--- config.mk ---
export PLATFORM = sky130hd
export DESIGN_NAME = ucsbece154a_lsu
export DESIGN_NICKNAME = d
export VERILOG_FILES = /design/src/rtl/ucsbece154a_lsu.sv
export SDC_FILE = /design/constraint.sdc
export NUM_CORES = 1
export LEC_CHECK = 0
export CAP_MARGIN = 0
export CELL_PAD_IN_SITES_DETAIL_PLACEMENT = 1
export CELL_PAD_IN_SITES_GLOBAL_PLACEMENT = 1
export CORE_ASPECT_RATIO = 0.7
export CORE_MARGIN = 1.5
export CORE_UTILIZATION = 40
export CTS_BUF_LIST = sky130_fd_sc_hd__clkbuf_8
export CTS_CLUSTER_DIAMETER = 40
export DETAILED_ROUTE_END_ITERATION = 8
export DONT_BUFFER_PORTS = 1
export PLACE_DENSITY_LB_ADDON = 0.1
export SYNTH_ARGS = -nofsm -noshare
export SYNTH_HDL_FRONTEND = slang
export SYNTH_SLANG_ARGS = --single-unit
export TNS_END_PERCENT = 5
--- constraint.sdc ---
create_clock -name clk -period 5.9 [get_ports clk]
set_clock_uncertainty 0.15 [all_clocks]
set_input_delay 1.18 -clock clk [delete_from_list [all_inputs] [get_ports clk]]
set_output_delay 1.18 -clock clk [all_outputs]
set_load 0.02 [all_outputs]
--- src/rtl/ucsbece154a_lsu.sv ---
// ucsbece154a_lsu: load/store unit between the core memory stage and a
// word-addressed data memory. Turns RV32I byte/half/word loads and stores into
// word-only dmem accesses (read-modify-write for sub-word stores, sign/zero
// extension for sub-word loads) behind a req/done handshake.
//
// Optional feature macro: UCSBECE154A_LSU_MISALIGN_TRAP_EN
//   defined   - misaligned half/word accesses skip memory and raise err_o
//   undefined - misaligned addresses are coerced down to alignment, err_o = 0
//
// Ports:
//   clk, reset          clock, asynchronous active-high reset
//   req_i, we_i         request (sampled in IDLE only), 1=store 0=load
//   funct3_i            RV32I size/sign code (bit1=1 means word)
//   addr_i, wdata_i     byte address, right-aligned store data
//   ready_o, done_o     idle indicator, one-cycle completion pulse
//   rdata_o, err_o      extended load result (held), misaligned flag
//   dmem_a_o/wd_o/we_o  word address, write data, write enable to dmem
//   dmem_rd_i           combinational dmem read data
module ucsbece154a_lsu (
    input  logic        clk,
    input  logic        reset,
    input  logic        req_i,
    input  logic        we_i,
    input  logic [2:0]  funct3_i,
    input  logic [31:0] addr_i,
    input  logic [31:0] wdata_i,
    output logic        ready_o,
    output logic        done_o,
    output logic [31:0] rdata_o,
    output logic        err_o,
    output logic [31:0] dmem_a_o,
    output logic [31:0] dmem_wd_o,
    output logic        dmem_we_o,
    input  logic [31:0] dmem_rd_i
);

    typedef enum logic [1:0] {StIdle, StRd, StWr, StDone} state_e;

    state_e      r_state, w_state_next;
    logic        r_we;
    logic [2:0]  r_funct3;
    logic [31:0] r_addr;
    logic [31:0] r_wdata;
    logic [31:0] r_merge;
    logic [31:0] r_rdata;

    logic        w_accept;
    logic        w_in_word, w_in_half;
    logic [31:0] w_addr_aligned;
    logic [31:0] w_lane_b, w_lane_h;
    logic [31:0] w_load_ext;
    logic [31:0] w_merged;

    assign w_accept  = (r_state == StIdle) && req_i;
    assign w_in_word = funct3_i[1];
    assign w_in_half = (funct3_i[1:0] == 2'b01);

    // Coerce down to natural alignment; harmless for aligned addresses.
    always_comb begin
        w_addr_aligned = addr_i;
        if (w_in_word) begin
            w_addr_aligned[1:0] = 2'b00;
        end else if (w_in_half) begin
            w_addr_aligned[0] = 1'b0;
        end
    end

`ifdef UCSBECE154A_LSU_MISALIGN_TRAP_EN
    logic w_misalign;
    logic r_err;
    assign w_misalign = (w_in_word && (addr_i[1:0] != 2'b00)) || (w_in_half && addr_i[0]);
    assign err_o      = r_err;

    always_ff @(posedge clk or posedge reset) begin
        if (reset) begin
            r_err <= 1'b0;
        end else if (w_accept) begin
            r_err <= w_misalign;
        end
    end
`else
    assign err_o = 1'b0;
`endif

    // Load lane extraction from the word currently on dmem_rd_i.
    assign w_lane_b = dmem_rd_i >> {r_addr[1:0], 3'b000};
    assign w_lane_h = dmem_rd_i >> {r_addr[1], 4'b0000};

    always_comb begin
        if (r_funct3[1]) begin
            w_load_ext = dmem_rd_i;
        end else if (r_funct3[0]) begin
            w_load_ext = {{16{~r_funct3[2] & w_lane_h[15]}}, w_lane_h[15:0]};
        end else begin
            w_load_ext = {{24{~r_funct3[2] & w_lane_b[7]}}, w_lane_b[7:0]};
        end
    end

    // Replace only the addressed lanes of the previously read word.
    always_comb begin
        w_merged = r_merge;
        if (r_funct3[0]) begin
            if (r_addr[1]) w_merged[31:16] = r_wdata[15:0];
            else           w_merged[15:0]  = r_wdata[15:0];
        end else begin
            unique case (r_addr[1:0])
                2'b00: w_merged[7:0]   = r_wdata[7:0];
                2'b01: w_merged[15:8]  = r_wdata[7:0];
                2'b10: w_merged[23:16] = r_wdata[7:0];
                2'b11: w_merged[31:24] = r_wdata[7:0];
            endcase
        end
    end

    always_comb begin
        w_state_next = r_state;
        unique case (r_state)
            StIdle: begin
                if (req_i) begin
`ifdef UCSBECE154A_LSU_MISALIGN_TRAP_EN
                    if (w_misalign)                w_state_next = StDone;
                    else if (we_i && funct3_i[1])  w_state_next = StWr;
                    else                           w_state_next = StRd;
`else
                    if (we_i && funct3_i[1]) w_state_next = StWr;
                    else                     w_state_next = StRd;
`endif
                end
            end
            StRd:   w_state_next = r_we ? StWr : StDone;
            StWr:   w_state_next = StDone;
            StDone: w_state_next = StIdle;
        endcase
    end

    always_ff @(posedge clk or posedge reset) begin
        if (reset) begin
            r_state  <= StIdle;
            r_we     <= 1'b0;
            r_funct3 <= 3'b000;
            r_addr   <= 32'h0;
            r_wdata  <= 32'h0;
            r_merge  <= 32'h0;
            r_rdata  <= 32'h0;
        end else begin
            r_state <= w_state_next;
            if (w_accept) begin
                r_we     <= we_i;
                r_funct3 <= funct3_i;
                r_addr   <= w_addr_aligned;
                r_wdata  <= wdata_i;
`ifdef UCSBECE154A_LSU_MISALIGN_TRAP_EN
                if (w_misalign && !we_i) begin
                    r_rdata <= 32'h0;
                end
`endif
            end
            if (r_state == StRd) begin
                if (r_we) r_merge <= dmem_rd_i;
                else      r_rdata <= w_load_ext;
            end
        end
    end

    assign ready_o   = (r_state == StIdle);
    assign done_o    = (r_state == StDone);
    assign rdata_o   = r_rdata;
    assign dmem_a_o  = {r_addr[31:2], 2'b00};
    assign dmem_we_o = (r_state == StWr);
    assign dmem_wd_o = (r_state != StWr) ? 32'h0 : (r_funct3[1] ? r_wdata : w_merged);

endmodule

==> Word-level counts from Yosys, hierarchy flattened <==
Cells that the tools add are included.
{ "word_totals": {"register_bits": 134, "inputBits": 103, "out_inout_bits": 100, "elab_cells": 46} }
{ "op_classes": {"eq_ne": 9, "n_shift": 2, "mux": 18, "bitwise_logic": 4, "reduce_logical": 6} }
{ "ops": {"columns": ["op", "n"], "rows": [
  ["32-bit two-way mux", 5],
  ["16-bit two-way mux", 2],
  ["8-bit two-way mux", 4],
  ["32-bit by 5-bit right shift with 16-bit output", 1],
  ["32-bit by 5-bit right shift with 8-bit output", 1],
  ["2-bit equality test (second input constant)", 4],
  ["2-bit one-hot mux with 4 select lines", 1],
  ["2-bit by 1-bit equality test with 1-bit output (second input constant)", 3],
  ["2-bit zero test", 2],
  ["1-bit two-way mux", 4],
  ["2-bit two-way mux", 2],
  ["2-bit inequality test (second input constant)", 2],
  ["2-bit AND reduction", 2],
  ["1-bit bitwise AND", 2],
  ["1-bit logical AND", 2],
  ["1-bit inverter", 2]
]} }

==> Logic depth before layout (Yosys ltp) <==
Gate-level depths: netlist of run 1.
{ "logic_depth": {"word_depth": 5, "mapped_depth": 7, "depth_no_buf": 6} }

==> Least setup slack after synthesis of run 1 <==
OpenSTA, ideal clock, no wires.
{ "synth_timing": {"path_kind": "reg2out", "from": "reg r_state[0]", "to": "out dmem_wd_o[12]", "arrival_time_ns": 1.521, "setup_slack_ns": 3.049, "stages_incl_launch_ff": 6, "cell_sequence": "dfrtp_1 inv_1 ha_1 clkbuf_1 o21ai_0 a21oi_1"} }
{ "synth_between": {"elab_chain_len": 2} }
{ "synth_lines": {"columns": ["element", "line", "text"], "rows": [
  ["start: declaration", "39", "state_e r_state, w_state_next;"],
  ["start signal: assignment", "138", "r_state <= StIdle;"],
  ["start signal: assignment", "146", "r_state <= w_state_next;"],
  ["2-bit inequality test", "170", "assign dmem_wd_o = (r_state != StWr) ? 32'h0 : (r_funct3[1] ? r_wdata : w_merged);"],
  ["32-bit two-way mux", "170", null],
  ["end: declaration", "32", "output logic [31:0] dmem_wd_o,"]
]} }
Every way passes these cells.

==> Worst setup path after layout of run 1 <==
{ "layout_timing": {"from": "reg r_funct3[0]", "to": "out dmem_wd_o[7]"} }
{ "layout_between": {"elab_chain_len": 3} }
{ "layout_lines": {"columns": ["element", "line", "text"], "rows": [
  ["start: declaration", "41", "logic [2:0] r_funct3;"],
  ["start signal: assignment", "149", "r_funct3 <= funct3_i;"],
  ["32-bit two-way mux", "102", "if (r_funct3[0]) begin"],
  ["32-bit two-way mux (2 in a row)", "170", null]
]} }
Every way passes these cells.

==> metrics.txt, run 1 <==
antenna violations before repair 1; Slew @ Worst Pin 1.23 ns; cell depth of the worst flop-to-flop path 5; fin util 0.437; router iterations before antenna repair 5; vias in the first global route 4,864; Worst Slack Setup Final 1.62 ns; Worst Hold End r_wdata[30]$_DFFE_PP0P_; IO Port Bufs 0; Via density 5.76; WL/cell 24.9 um; Final Hold Viols 0; CP endpoint kind output port; CP startpoint kind register; Place WS 2.08 ns; min Tclk post-route 4.28 ns; clock sinks 134; DR DRC count 0; hold_sp r_wdata[30]$_DFFE_PP0P_; hold depth 1; # IOs 203; Vert. Die Dim 111 um; worst min path class register to register; postcts setup bufs 0; hold slack 0.357 ns; initial core utilization 0.410; Arr. time, crit path 2.95 ns; clock-pin slew on the worst setup and hold paths 0.08 ns; H-tree levels 4; fin crit share 0.725; crit path max fanout 33; die width 158 um; Routed Wire Length 19,700 um; YS warnings 0; initial DRC count 310; final setup fails 0; via count 4,565; area delta synth->final 6.60%; mean area per synthesized cell 11.2 sq um; Power Dens Cells 687 nW/um^2; Final Max Slew Viols 0; Post-Syn Area 6710 sq um; nets 660; Worst VDD drop 0.334 mV; final antenna-violating net count 0; grt ovf 0; Yosys reg bits 134; RSZ-0062 raised after global routing no; Clock Latency Late Sink 0.44 ns; commonest non-fill, non-tap cell in the layout dfrtp_1; Post-DP HPWL 14,100 um; # hold bufs at CTS 0; worst reg2reg setup slack 3.02 ns; Fin Setup TNS 0 ns; Total GRT Usage 0.235; DIE AREA 17,600 sq um; Cells after Synth 601; library cells used by synthesis 36; CTS tree done; Seq/Total Area, Yosys 0.500; # Max-Cap Violations 0; Rows 39; Crit path required time 4.57 ns; FF-to-FF End rdata_o[24]$_DFFE_PP0P_; most frequent cells in the layout 134 x dfrtp_1, 98 x mux2_2, 60 x o21ai_0; CTS Buf Count 17; CTS Buffer Depth 2; CTS resizes 0; Max-slew headroom 0.180; leakage 2.98 nW; f_max 0.234 GHz; status finished, final reports clean; reg-to-reg startpoint r_funct3[1]$_DFFE_PP0P_; critical path type register to output port; Core ar. 16,300 sq um; share of cells above drive strength 1 0.274; first-pass GRT wire length 30,200 um; gpl congestion 0.771; pin count of the biggest net entering global routing 76; clk root buf clkbuf_8
-- Yosys cell counts --
library cell / n / share of area
nor3_1: 2 / 0.0015
mux2i_2: 1 / 0.0021
nand2b_1: 12 / 0.011
or3b_1: 1 / 0.0013
o22ai_2: 1 / 0.0019
dfrtp_1: 134 / 0.50
o21ai_0: 60 / 0.045
conb_1: 1 / 0.00056
nand2_1: 40 / 0.022
a22o_1: 1 / 0.0013
and2_1: 1 / 0.00093
nand3_1: 1 / 0.00075
o21a_1: 1 / 0.0011
buf_6: 2 / 0.0034
mux2_4: 1 / 0.0022
a221oi_1: 21 / 0.027
or3_1: 8 / 0.0075
o22ai_1: 8 / 0.0075
a221oi_2: 10 / 0.022
nor2b_1: 10 / 0.0093
a311o_1: 1 / 0.0015
ha_1: 4 / 0.0075
a31oi_1: 2 / 0.0019
or2_2: 1 / 0.00093
nor2_1: 40 / 0.022
clkbuf_1: 23 / 0.013
mux2i_1: 24 / 0.036
a21oi_1: 34 / 0.025
o311a_4: 1 / 0.0032
nor3b_4: 1 / 0.0028
mux2_2: 98 / 0.16
buf_2: 5 / 0.0037
inv_1: 6 / 0.0034
o21ai_2: 1 / 0.0013
buf_4: 34 / 0.038
buf_1: 10 / 0.0056
-- sequential cells by signal, indices dropped and copies added (netlist names) --
name / flops
rdata_o: 32
r_merge: 32
r_wdata: 32
r_funct3: 3
r_state: 2
r_addr: 32
r_we: 1
-- per-layer routing --
layer	GRT usage	routed length [um]	share of wire
met1	0.327	8800	0.45
met2	0.350	9010	0.46
met3	0.0829	1770	0.090
met4	0.0560	164	0.0083
met5	0	0	0
-- critical path: stages, from the launching register on --
cell and delay, ns:
dfrtp_1 0.99, nor2b_1 0.16, o21ai_2 0.74, mux2i_1 0.21, nor2b_1 0.39
-- worst max path at each step --
stage / slack [ns] / start / cells past startpoint / to
3_3_place_gp: 2.24 / r_funct3[0]$_DFFE_PP0P_ / 4 / dmem_wd_o[7]
2_1_floorplan: 0.99 / reset / 1 / r_addr[0]$_DFFE_PP0P_
3_5_place_dp: 2.08 / r_funct3[0]$_DFFE_PP0P_ / 4 / dmem_wd_o[7]
5_1_grt: 1.35 / r_funct3[0]$_DFFE_PP0P_ / 4 / dmem_wd_o[7]
6_report: 1.62 / r_funct3[0]$_DFFE_PP0P_ / 4 / dmem_wd_o[7]
4_1_cts: 1.61 / r_funct3[0]$_DFFE_PP0P_ / 4 / dmem_wd_o[7]
-- logic make-up (layout without fill, tap and decap cells) --
family / Yosys count / after routing / synth area share
multiplexers: 124 / 124 / 0.205
AO/OA/AOI/OAI: 141 / 141 / 0.140
AND/OR/NAND/NOR: 117 / 117 / 0.0810
flip-flops: 134 / 134 / 0.500
other: 1 / 4 / 0.000559
adder cells (fa/ha/maj): 4 / 4 / 0.00746
buffers and inverters: 80 / 43 / 0.0670
-- layout make-up --
cell class	count	area (sq um)
Antenna cell	1	2.50
Clock buffer	20	275
Clock inverter	12	245
Fill cell	1715	9200
Inverter	6	27.5
Multi-Input combinational cell	389	2930
Sequential cell	134	3350
Tap cell	225	282
Timing Repair Buffer	5	37.5
-- through the flow --
step / power, mW / area, sq um / instances
global placement: 3.85 / 6630 / 759
detailed placement: 3.93 / 6630 / 759
finish: 4.91 / 7150 / 792
global route: 5.23 / 7150 / 791
floorplan: 3.59 / 6720 / 603
CTS: 4.96 / 7150 / 791
-- power by group --
part,switching (mW),total (mW),internal [mW]
Sequential,0.726,2.12,1.39
Clock,0.379,1.00,0.623
Combinational,1.02,1.79,0.767
Total,2.13,4.91,2.78
No activity file was read; power rests on OpenSTA's default activity.
==> run 2: changes to the inputs <==
Clock period 5.9 ns to 4.4 ns, I/O delays scaled along.
==> metrics.txt, run 2 (synthesis gave the netlist of run 1 again) <==
clock sinks 134 (unchanged); postcts setup bufs 0 (unchanged); Worst VDD drop 0.538 mV (+61%); # IOs 203 (unchanged); Core ar. 16,300 sq um (unchanged); WL met3 1990 um (+12%); RSZ-0062 raised after global routing no; Clock Latency Late Sink 0.45 ns (about the same); Vert. Die Dim 111 um (unchanged); Arr. time, crit path 2.96 ns (about the same); grt ovf 0 (unchanged); clock-pin slew on the worst setup and hold paths 0.08 ns (about the same); Power Dens Cells 907 nW/um^2 (+32%); Rows 39 (unchanged); initial core utilization 0.410 (unchanged); Detail Route met2 WL 9210 um (+2.2%); clk root buf clkbuf_8; CP startpoint kind register; nets 674 (+2.1%); H-tree levels 4 (unchanged); leakage 3.02 nW (+1.1%); critical path type register to output port; Via density 5.67 (-1.6%); CTS Buf Count 17 (unchanged); hold slack 0.0927 ns (-0.264 ns); Final Max Slew Viols 0 (unchanged); die width 158 um (unchanged); DIE AREA 17,600 sq um (unchanged); share of cells above drive strength 1 0.290 (+0.0163); Metal-1 WL 8690 um (-1.3%); pin count of the biggest net entering global routing 72 (-5.3%); min Tclk post-route 3.99 ns; CTS resizes 0 (unchanged); Post-DP Area 6730 sq um (+1.6%); fin crit share 0.906; final setup fails 0 (unchanged); CTS Buffer Depth 2 (unchanged); Final Hold Viols 0 (unchanged); final antenna-violating net count 0 (unchanged); Placed Instances 773 (+1.8%); antenna violations before repair 0 (-1); WL/cell 24.9 um (-0.29%); status finished, final reports clean; Crit path required time 3.37 ns (-1.20 ns); worst min path class primary input to async pin; Slew @ Worst Pin 1.02 ns (-0.210 ns); commonest non-fill, non-tap cell in the layout dfrtp_1; PnR Total Power 6.52 mW (+33%); Place WS 0.858 ns (-1.22 ns); first-pass GRT wire length 30,600 um (+1.2%); CP endpoint kind output port; CTS tree done; # hold bufs at CTS 0 (unchanged); DR top layer met4; Routed Wire Length 20,000 um (+1.3%); area delta synth->final 7.27%; crit path max fanout 33 (unchanged); IO Port Bufs 0 (unchanged); fin cells 805 (+1.6%); Max-slew headroom 0.320 (+0.140); router iterations before antenna repair 4 (-1); Final Cell Area 7200 sq um (+0.63%); most frequent cells in the layout 134 x dfrtp_1, 98 x mux2_2, 60 x o21ai_0; gpl congestion 0.822 (+6.7%); Worst Slack Setup Final 0.413 ns (-1.21 ns); DR DRC count 0 (unchanged); Total GRT Usage 0.240 (+0.00517); initial DRC count 252 (-19%); fin util 0.440 (+0.00276); Post-DP HPWL 14,900 um (+6.2%); f_max 0.251 GHz; vias in the first global route 5,032 (+3.5%); # Max-Cap Violations 0 (unchanged); via count 4,564 (-0.022%); Fin Setup TNS 0 ns (unchanged)
## run 2: report_power, final
group / leakage, nW / internal (mW) / switching, mW
Combinational: 1.23 / 1.09 / 1.41
Sequential: 1.56 / 1.87 / 0.959
Clock: 0.224 / 0.702 / 0.500
## run 2: critical path, stage by stage (launching register included)
cell	delay, ns
dfrtp_1	1.02
nor2b_1	0.16
o21ai_2	0.76
mux2i_1	0.20
nor2b_1	0.19
buf_4	0.16
## run 2: routing by layer
| metal | vias up | GRT usage |
|---|---|---|
| met1 | 2349 | 0.326 |
| li1 | 2040 | - |
| met5 | - | 0 |
| met2 | 164 | 0.364 |
| met4 | 0 | 0.0579 |
| met3 | 11 | 0.0880 |
## run 2: layout make-up
| cell class | count | area [sq um] |
|---|---|---|
| Fill cell | 1760 | 9150 |
| Sequential cell | 134 | 3350 |
| Multi-Input combinational cell | 389 | 2930 |
| Tap cell | 225 | 282 |
| Clock buffer | 19 | 262 |
| Clock inverter | 12 | 200 |
| Timing Repair Buffer | 19 | 143 |
| Inverter | 6 | 26.3 |
| Antenna cell | 1 | 2.50 |
## run 2: worst paths after layout
check / slack (ns) / depth (start not counted) / from / endpoint
max: 0.41 / 5 / r_funct3[0]$_DFFE_PP0P_ / dmem_wd_o[1]
min: 0.09 / 1 / reset / rdata_o[10]$_DFFE_PP0P_
max reg2reg: 1.52 / 7 / r_funct3[1]$_DFFE_PP0P_ / rdata_o[25]$_DFFE_PP0P_
min reg2reg: 0.36 / 1 / r_wdata[27]$_DFFE_PP0P_ / r_wdata[27]$_DFFE_PP0P_
max in group asynchronous: 3.06 / 2 / reset / r_addr[6]$_DFFE_PP0P_
min in group clk: 0.36 / 1 / r_wdata[27]$_DFFE_PP0P_ / r_wdata[27]$_DFFE_PP0P_
